**src/rtl/dm_pkg.sv**
```systemverilog
// Shared DMI types, response codes and gate FSM states.
package dm_pkg;

  localparam int unsigned AddrWidth = 7;
  localparam int unsigned DataWidth = 32;
  localparam int unsigned MsgWidth  = 512;

  typedef enum logic [1:0] {
    DTM_NOP   = 2'd0,
    DTM_READ  = 2'd1,
    DTM_WRITE = 2'd2,
    DTM_PASS  = 2'd3
  } dtm_op_e;

  localparam logic [1:0] DmiRespOk     = 2'd0;
  localparam logic [1:0] DmiRespFailed = 2'd2;

  typedef struct packed {
    logic [AddrWidth-1:0] addr;
    logic [DataWidth-1:0] data;
    dtm_op_e              op;
  } dmi_req_t;

  typedef struct packed {
    logic [DataWidth-1:0] data;
    logic [1:0]           resp;
  } dmi_resp_t;

  typedef enum logic [2:0] {
    StIdle,
    StFwd,
    StWaitResp,
    StHashStart,
    StHashWait,
    StResp
  } auth_state_e;

endpackage

```
**src/rtl/dmi_auth_gate_if.sv**
```systemverilog
// DMI request/response handshake bundle; master issues requests, slave answers.
interface dmi_auth_gate_if;
  import dm_pkg::*;

  dmi_req_t  req;
  logic      req_valid;
  logic      req_ready;
  dmi_resp_t resp;
  logic      resp_valid;
  logic      resp_ready;

  modport master (
    output req, req_valid, resp_ready,
    input  req_ready, resp, resp_valid
  );

  modport slave (
    input  req, req_valid, resp_ready,
    output req_ready, resp, resp_valid
  );

endinterface

```
**src/rtl/dmi_auth_timer.sv**
```systemverilog
// Loadable down-counter; expire pulses on the enabled cycle that takes it from 1 to 0.
// A load value of 0 leaves the timer idle, so it never expires.
module dmi_auth_timer #(
  parameter int unsigned Width = 32
) (
  input  logic             clk,
  input  logic             rst,
  input  logic             load,
  input  logic [Width-1:0] load_val,
  input  logic             en,
  output logic             expire
);

  logic [Width-1:0] cnt_q, cnt_d;

  // Load has priority over counting so a reload suppresses a coinciding expiry.
  always_comb begin
    cnt_d = cnt_q;
    if (load) begin
      cnt_d = load_val;
    end else if (en && (cnt_q != '0)) begin
      cnt_d = cnt_q - 1'b1;
    end
  end

  assign expire = en && !load && (cnt_q == Width'(1));

  // Counter register.
  always_ff @(posedge clk or posedge rst) begin
    if (rst) begin
      cnt_q <= '0;
    end else begin
      cnt_q <= cnt_d;
    end
  end

endmodule

```
**src/rtl/dmi_auth_gate.sv**
```systemverilog
// DMI access gate: password authentication via external HMAC, lockout and idle relock.
module dmi_auth_gate
  import dm_pkg::*;
#(
  parameter int unsigned PassWords     = 4,
  parameter int unsigned HashWidth     = 256,
  parameter int unsigned MaxAttempts   = 3,
  parameter int unsigned LockoutCycles = 1024,
  parameter int unsigned RelockCycles  = 65536
) (
  input  logic                             clk_i,
  input  logic                             rst_i,
  dmi_auth_gate_if.slave                   up,
  dmi_auth_gate_if.master                  dm,
  input  logic                             read_allow_i,
  input  logic [HashWidth-1:0]             exp_hash_i,
  output logic                             hash_start_o,
  output logic [MsgWidth-1:0]              hash_msg_o,
  input  logic                             hash_ready_i,
  input  logic                             hash_valid_i,
  input  logic [HashWidth-1:0]             hash_i,
  output logic                             unlock_o,
  output logic                             lockout_o,
  output logic [$clog2(MaxAttempts+1)-1:0] fail_cnt_o
);

  localparam int unsigned FailWidth = $clog2(MaxAttempts + 1);
  localparam int unsigned IdxWidth  = $clog2(PassWords + 1);
  localparam int unsigned BufWidth  = PassWords * DataWidth;
  localparam logic [FailWidth-1:0] FailMax = FailWidth'(MaxAttempts);
  localparam logic [IdxWidth-1:0]  LastIdx = IdxWidth'(PassWords - 1);

  auth_state_e          state_q, state_d;
  dmi_req_t             req_q, req_d;
  dmi_resp_t            resp_q, resp_d;
  logic [BufWidth-1:0]  buf_q, buf_d;
  logic [IdxWidth-1:0]  idx_q, idx_d;
  logic                 unlock_q, unlock_d;
  logic                 lockout_q, lockout_d;
  logic [FailWidth-1:0] fail_q, fail_d;

  logic accept, hash_done, hash_match;
  logic lock_load, lock_expire;
  logic relock_load, relock_en, relock_expire;

  assign accept      = (state_q == StIdle) && up.req_valid;
  assign hash_done   = (state_q == StHashWait) && hash_valid_i;
  assign hash_match  = hash_done && (hash_i == exp_hash_i);
  // Lockout starts on the mismatch that brings the failure count to its limit.
  assign lock_load   = hash_done && !hash_match && (fail_q == FailMax - 1'b1);
  assign relock_load = accept || hash_match;
  assign relock_en   = unlock_q && (state_q == StIdle);

  dmi_auth_timer #(
    .Width(32)
  ) u_lockout_timer (
    .clk     (clk_i),
    .rst     (rst_i),
    .load    (lock_load),
    .load_val(32'(LockoutCycles)),
    .en      (lockout_q),
    .expire  (lock_expire)
  );

  dmi_auth_timer #(
    .Width(32)
  ) u_relock_timer (
    .clk     (clk_i),
    .rst     (rst_i),
    .load    (relock_load),
    .load_val(32'(RelockCycles)),
    .en      (relock_en),
    .expire  (relock_expire)
  );

  // FSM state register.
  always_ff @(posedge clk_i or posedge rst_i) begin
    if (rst_i) begin
      state_q <= StIdle;
    end else begin
      state_q <= state_d;
    end
  end

  // Datapath registers: captured request/response, password buffer and auth status.
  always_ff @(posedge clk_i or posedge rst_i) begin
    if (rst_i) begin
      req_q     <= '0;
      resp_q    <= '0;
      buf_q     <= '0;
      idx_q     <= '0;
      unlock_q  <= 1'b0;
      lockout_q <= 1'b0;
      fail_q    <= '0;
    end else begin
      req_q     <= req_d;
      resp_q    <= resp_d;
      buf_q     <= buf_d;
      idx_q     <= idx_d;
      unlock_q  <= unlock_d;
      lockout_q <= lockout_d;
      fail_q    <= fail_d;
    end
  end

  // Next state: request routing, hash evaluation and timer effects.
  always_comb begin
    state_d   = state_q;
    req_d     = req_q;
    resp_d    = resp_q;
    buf_d     = buf_q;
    idx_d     = idx_q;
    unlock_d  = unlock_q;
    lockout_d = lockout_q;
    fail_d    = fail_q;
    unique case (state_q)
      StIdle: begin
        if (up.req_valid) begin
          // Default outcome is a deny; permitted operations override it.
          req_d       = up.req;
          resp_d      = '0;
          resp_d.resp = DmiRespFailed;
          state_d     = StResp;
          unique case (up.req.op)
            DTM_READ:  if (unlock_q || read_allow_i) state_d = StFwd;
            DTM_WRITE: if (unlock_q) state_d = StFwd;
            DTM_PASS: begin
              if (!lockout_q) begin
                buf_d[idx_q*DataWidth +: DataWidth] = up.req.data;
                resp_d.resp = DmiRespOk;
                if (idx_q == LastIdx) begin
                  idx_d   = '0;
                  state_d = StHashStart;
                end else begin
                  idx_d = idx_q + 1'b1;
                end
              end
            end
            DTM_NOP:   resp_d.resp = DmiRespOk;
            default:   ;
          endcase
        end
      end
      StFwd: begin
        if (dm.req_ready) state_d = StWaitResp;
      end
      StWaitResp: begin
        if (dm.resp_valid) begin
          resp_d  = dm.resp;
          state_d = StResp;
        end
      end
      StHashStart: begin
        if (hash_ready_i) state_d = StHashWait;
      end
      StHashWait: begin
        if (hash_done) begin
          buf_d  = '0;
          resp_d = '0;
          if (hash_match) begin
            unlock_d = 1'b1;
            fail_d   = '0;
          end else begin
            unlock_d    = 1'b0;
            resp_d.resp = DmiRespFailed;
            if (fail_q != FailMax) fail_d = fail_q + 1'b1;
            if (lock_load) lockout_d = 1'b1;
          end
          state_d = StResp;
        end
      end
      StResp: begin
        if (up.resp_ready) state_d = StIdle;
      end
      default: state_d = StIdle;
    endcase
    if (lock_expire) begin
      lockout_d = 1'b0;
      fail_d    = '0;
    end
    if (relock_expire) begin
      unlock_d = 1'b0;
      idx_d    = '0;
    end
  end

  // Outputs decoded from state and registered datapath.
  always_comb begin
    up.req_ready  = (state_q == StIdle);
    up.resp_valid = (state_q == StResp);
    up.resp       = resp_q;
    dm.req        = req_q;
    dm.req_valid  = (state_q == StFwd);
    dm.resp_ready = (state_q == StWaitResp);
    hash_start_o  = (state_q == StHashStart) && hash_ready_i;
    hash_msg_o    = '0;
    hash_msg_o[BufWidth-1:0] = buf_q;
    unlock_o      = unlock_q;
    lockout_o     = lockout_q;
    fail_cnt_o    = fail_q;
  end

endmodule

```
**src/flat_wrapper.sv**
```systemverilog
// flat-port wrapper written by rule: the top's interface ports become plain ports
module dmi_auth_gate_flat import dm_pkg::*;
#(
  parameter int unsigned PassWords     = 4,
  parameter int unsigned HashWidth     = 256,
  parameter int unsigned MaxAttempts   = 3,
  parameter int unsigned LockoutCycles = 1024,
  parameter int unsigned RelockCycles  = 65536
)
  (clk_i, rst_i, read_allow_i, exp_hash_i, hash_start_o, hash_msg_o, hash_ready_i, hash_valid_i, hash_i, unlock_o, lockout_o, fail_cnt_o, up_req, up_req_valid, up_resp_ready, up_req_ready, up_resp, up_resp_valid, dm_req, dm_req_valid, dm_resp_ready, dm_req_ready, dm_resp, dm_resp_valid);
  dmi_auth_gate_if up_i ();
  dmi_auth_gate_if dm_i ();
  input  logic clk_i;
  input  logic rst_i;
  input  logic read_allow_i;
  input  logic [HashWidth-1:0] exp_hash_i;
  output logic hash_start_o;
  output logic [MsgWidth-1:0] hash_msg_o;
  input  logic hash_ready_i;
  input  logic hash_valid_i;
  input  logic [HashWidth-1:0] hash_i;
  output logic unlock_o;
  output logic lockout_o;
  output logic [$clog2(MaxAttempts+1)-1:0] fail_cnt_o;
  input wire logic [$bits(up_i.req)-1:0] up_req;
  input wire logic [$bits(up_i.req_valid)-1:0] up_req_valid;
  input wire logic [$bits(up_i.resp_ready)-1:0] up_resp_ready;
  output wire logic [$bits(up_i.req_ready)-1:0] up_req_ready;
  output wire logic [$bits(up_i.resp)-1:0] up_resp;
  output wire logic [$bits(up_i.resp_valid)-1:0] up_resp_valid;
  output wire logic [$bits(dm_i.req)-1:0] dm_req;
  output wire logic [$bits(dm_i.req_valid)-1:0] dm_req_valid;
  output wire logic [$bits(dm_i.resp_ready)-1:0] dm_resp_ready;
  input wire logic [$bits(dm_i.req_ready)-1:0] dm_req_ready;
  input wire logic [$bits(dm_i.resp)-1:0] dm_resp;
  input wire logic [$bits(dm_i.resp_valid)-1:0] dm_resp_valid;
  assign up_i.req = up_req;
  assign up_i.req_valid = up_req_valid;
  assign up_i.resp_ready = up_resp_ready;
  assign up_req_ready = up_i.req_ready;
  assign up_resp = up_i.resp;
  assign up_resp_valid = up_i.resp_valid;
  assign dm_req = dm_i.req;
  assign dm_req_valid = dm_i.req_valid;
  assign dm_resp_ready = dm_i.resp_ready;
  assign dm_i.req_ready = dm_req_ready;
  assign dm_i.resp = dm_resp;
  assign dm_i.resp_valid = dm_resp_valid;
  dmi_auth_gate #(.PassWords(PassWords), .HashWidth(HashWidth), .MaxAttempts(MaxAttempts), .LockoutCycles(LockoutCycles), .RelockCycles(RelockCycles)) u_core (.clk_i(clk_i), .rst_i(rst_i), .up(up_i), .dm(dm_i), .read_allow_i(read_allow_i), .exp_hash_i(exp_hash_i), .hash_start_o(hash_start_o), .hash_msg_o(hash_msg_o), .hash_ready_i(hash_ready_i), .hash_valid_i(hash_valid_i), .hash_i(hash_i), .unlock_o(unlock_o), .lockout_o(lockout_o), .fail_cnt_o(fail_cnt_o));
endmodule
```
**config.mk**
```make
export PLATFORM = sky130hd
export DESIGN_NAME = dmi_auth_gate_flat
export DESIGN_NICKNAME = d
export VERILOG_FILES = /design/src/rtl/dm_pkg.sv /design/src/rtl/dmi_auth_gate_if.sv /design/src/rtl/dmi_auth_timer.sv /design/src/rtl/dmi_auth_gate.sv /design/src/flat_wrapper.sv
export SDC_FILE = /design/constraint.sdc
export NUM_CORES = 1
export LEC_CHECK = 0
export CORE_AREA = 2 2 466 468
export DETAILED_ROUTE_END_ITERATION = 12
export DIE_AREA = 0 0 468 470
export PLACE_DENSITY = 0.3
export SLEW_MARGIN = 20
export SYNTH_ARGS = -nofsm -noshare
export SYNTH_HDL_FRONTEND = slang
export SYNTH_SLANG_ARGS = --single-unit
```
**constraint.sdc**
```tcl
create_clock -name clk_i -period 10.8 [get_ports clk_i]
set_input_delay 3.24 -clock clk_i [delete_from_list [all_inputs] [get_ports clk_i]]
set_output_delay 3.24 -clock clk_i [all_outputs]
set_load 0.1 [all_outputs]
```
==> implementation parameters <==
Parameter                              Value

Die
  Die Wd ... ~470 microns
  Die height ... around 470 microns
  Overall die area ... around 220000 sq um
  Row cnt ... between 150 and 200
  Floorplan core area ... roughly 220000 sq um
  I/O pin count ... 1192
  Effective utilization at floorplan ... 7.94%

Timing
  Relative slew slack ... approximately 22%
  Endpoints failing hold ... 0
  Final-layout worst hold slack ... ~0.48 ns
  Total count of max-transition violations in the final report ... 0
  Worst Skew ... roughly 0.02 ns
  Maximum achievable frequency ... 120 MHz
  Portion of the clock cycle consumed by the worst path in the final layout ... roughly 77%
  Setup repair after global routing missed its margin ... no
  Transition time at the pin with the least slew margin ... 1.16 ns
  Number of endpoints failing setup at the final stage ... 0
  Final critical-path required period ... 8.33 ns
  Final setup slack of the worst path ... between 2 and 2.5 ns
  Accumulated negative setup slack ... 0 ns

Pwr
  Worst ir drop on vdd ... 0.0000753 V
  Power per cell area ... a little over 200 nW/um^2
  Standby leakage power ... between 10 and 15 nW
  Design Power ... 5.89 mW

Worst setup path
  Logic depth of the worst register-to-register path ... 7
  Path type of the worst setup path ... in2out
  Sort of element at the start of the critical path ... primary input
  Crit path capture type ... output pin
  Data required time at the worst endpoint ... approximately 7.6 ns
  Largest fanout of any net on the critical path ... 2
  Worst Path Arrival ... a little over 5 ns

Placed design
  Post-placement cell area ... roughly 27000 sq um
  Port buffer count ... 807
  Worst Setup Slack post-DPL ... roughly 2.5 ns
  Global placement routability congestion ... 0.957
  Placed cells ... approximately 5400
  Final HPWL DP ... 91000 microns

Logic synthesis
  Mean instance size in the synthesized netlist ... about 9.8 sq um
  Asr flop ratio synth ... 100%
  YS warnings ... 0
  Most common flop cell mapped by yosys ... dfrtp_1
  Post-synthesis instance area ... 17100 sq um
  Cells after synthesis ... roughly 1700
  Seq cells post-synth ... around 280
  Number of synthesized flops with an enable pin ... 0
  Sequential-to-total area share from yosys stat ... approximately two fifths
  Count of unique library cells instantiated by Yosys ... 56

Worst hold path
  Worst min-delay path category ... reg2reg
  Cell count of the worst hold path ... 2

Routing
  Number of violations reported at the end of detailed-routing iteration 0 ... slightly above 700
  Wire length after detailed routing ... around 110000 microns
  Drt first pass iters ... 5
  Mean routed wirelength per cell ... approximately 20 microns
  Remaining antenna violation count ... 0
  Via count of the routed design ... ~15000
  DRC errors left ... 0
  Via-to-Cell Ratio ... 2.70

Cells and area
  Area grow syn2layout ... 67.2%
  Commonest non-fill, non-tap cell in the layout ... clkdlybuf4s50_1
  Fraction of layout cells with a size suffix above 1 ... under 10%
  Most frequent cells in the layout ... 800 x clkdlybuf4s50_1, 384 x conb_1, 277 x dfrtp_1, 267 x xor2_1, 144 x nand2_1
  Post-Route Utilization ... between 10% and 20%
  Final Net Count ... ~3200
  Final instance area ... 28600 sq um
  Final cell count without fillers ... 5438

GRT
  Overflow after GRT ... 0
  Wire length of the first global-routing pass ... between 100000 and 150000 microns
  Aggregate global-route resource usage ... a little under a tenth
  Pin count of the biggest net entering global routing ... between 100 and 150
  Number of global-route vias before repair ... roughly 14000
  Number of antenna violations at the first check in global routing ... 39

Outcome
  Run status ... finished clean

Clock tree
  Post_cts resized ... 0
  Cts-stage hold buffer count ... 0
  TritonCTS Buffers ... 38
  Post-CTS repair timing setup buffer count ... 0
  Number of buffers on the longest clock path ... 3
  Clock-pin slew of the registers on the worst-case setup and hold paths ... about 0.050 ns
  H-tree depth ... 2
  Clock Sink Count ... 277
  TritonCTS clock tree ... built
  Root Driver ... clkbuf_16
  Clock latency of the later-clocked register in the worst-skew pair ... roughly 0.56 ns

Run
  Count of max-cap constraint violations ... 0
-- report_power, final --
part / leakage [nW] / switching, mW / total [mW] / internal, mW
Sequential: 3.63 / 0.174 / 1.43 / 1.26
Combinational: 7.02 / 2.41 / 3.13 / 0.719
Clock: 0.632 / 0.518 / 1.33 / 0.812
Total: 11.3 / 3.10 / 5.89 / 2.79
-- registers in the layout, summed over array words and instances, names as in the netlist --
signal,flops
u_core.fail_cnt_o,2
u_core.buf_q,128
u_core.state_q,3
u_core.lockout_o,1
u_core.u_lockout_timer.cnt_q,32
u_core.u_relock_timer.cnt_q,32
u_core.up.resp,34
u_core.idx_q,3
u_core.dm.req,41
u_core.unlock_o,1
-- routing by layer --
layer | track usage [%] | routed length, microns | up-vias
met4 | 1.08 | 1170 | 18
met5 | 0 | 106 | -
met1 | 13.3 | 51600 | 7076
met3 | 2.21 | 6900 | 104
li1 | - | - | 6786
met2 | 14.6 | 47700 | 678
-- kinds of logic (layout without fill, tap and decap cells) --
group / after synthesis / in the layout / share of synthesized area (%)
compound gates: 203 / 203 / 8.48
flops: 277 / 277 / 40.5
mux: 45 / 45 / 2.95
buf+inv: 459 / 909 / 18.5
simple gates: 438 / 438 / 12.8
other cells: 1 / 389 / 0.0219
fa+ha+maj: 9 / 9 / 0.658
xor+xnor: 314 / 314 / 16.1
-- worst paths after layout --
path / startpoint / endpoint / slack, ns
max: hash_ready_i / hash_start_o / 2.47
min: u_core.up.resp[23]$_DFFE_PP0P_ / u_core.up.resp[23]$_DFFE_PP0P_ / 0.48
max reg2reg: u_core.u_lockout_timer.cnt_q[21]$_DFFE_PP0P_ / u_core.u_lockout_timer.cnt_q[7]$_DFFE_PP0P_ / 7.61
min reg2reg: u_core.up.resp[23]$_DFFE_PP0P_ / u_core.up.resp[23]$_DFFE_PP0P_ / 0.48
max in group asynchronous: rst_i / u_core.up.resp[27]$_DFFE_PP0P_ / 6.37
min in group asynchronous: rst_i / u_core.dm.req[27]$_DFFE_PP0P_ / 3.18
-- worst max-delay path, cell delays in order --
cell and delay (ns):
clkdlybuf4s50_1 0.49, nand2_1 0.07, nor2_1 0.13, clkdlybuf4s50_1 1.15
-- cells in the mapped netlist (4+ instances only) --
library cell	count	area share, %
a22o_1	99	5.1
mux2_2	43	2.8
or3_1	15	0.55
nand3_1	10	0.29
ha_1	9	0.66
nor2_1	92	2.0
o21ai_0	44	1.3
nand4_1	19	0.69
a21oi_1	39	1.1
dfrtp_1	277	41
xnor2_1	47	2.4
and2_1	6	0.22
nand2_1	145	3.2
clkbuf_1	57	1.3
or2_2	4	0.15
nor3_1	27	0.79
nor4_1	83	3.0
or4_1	13	0.57
inv_1	14	0.31
xor2_1	267	14
buf_4	384	17
-- final cells by class --
type / instances / area (sq um)
inverters: 14 / 56.3
diodes: 5 / 12.5
multi-input cells: 1393 / 8530
flip-flops and latches: 277 / 6930
repair buffers: 828 / 8240
clock inverters: 8 / 123
clock buffers: 59 / 1160
fillers: 24600 / 187000
well taps: 2854 / 3570
Note: power is estimated with default switching activity, not from simulation.
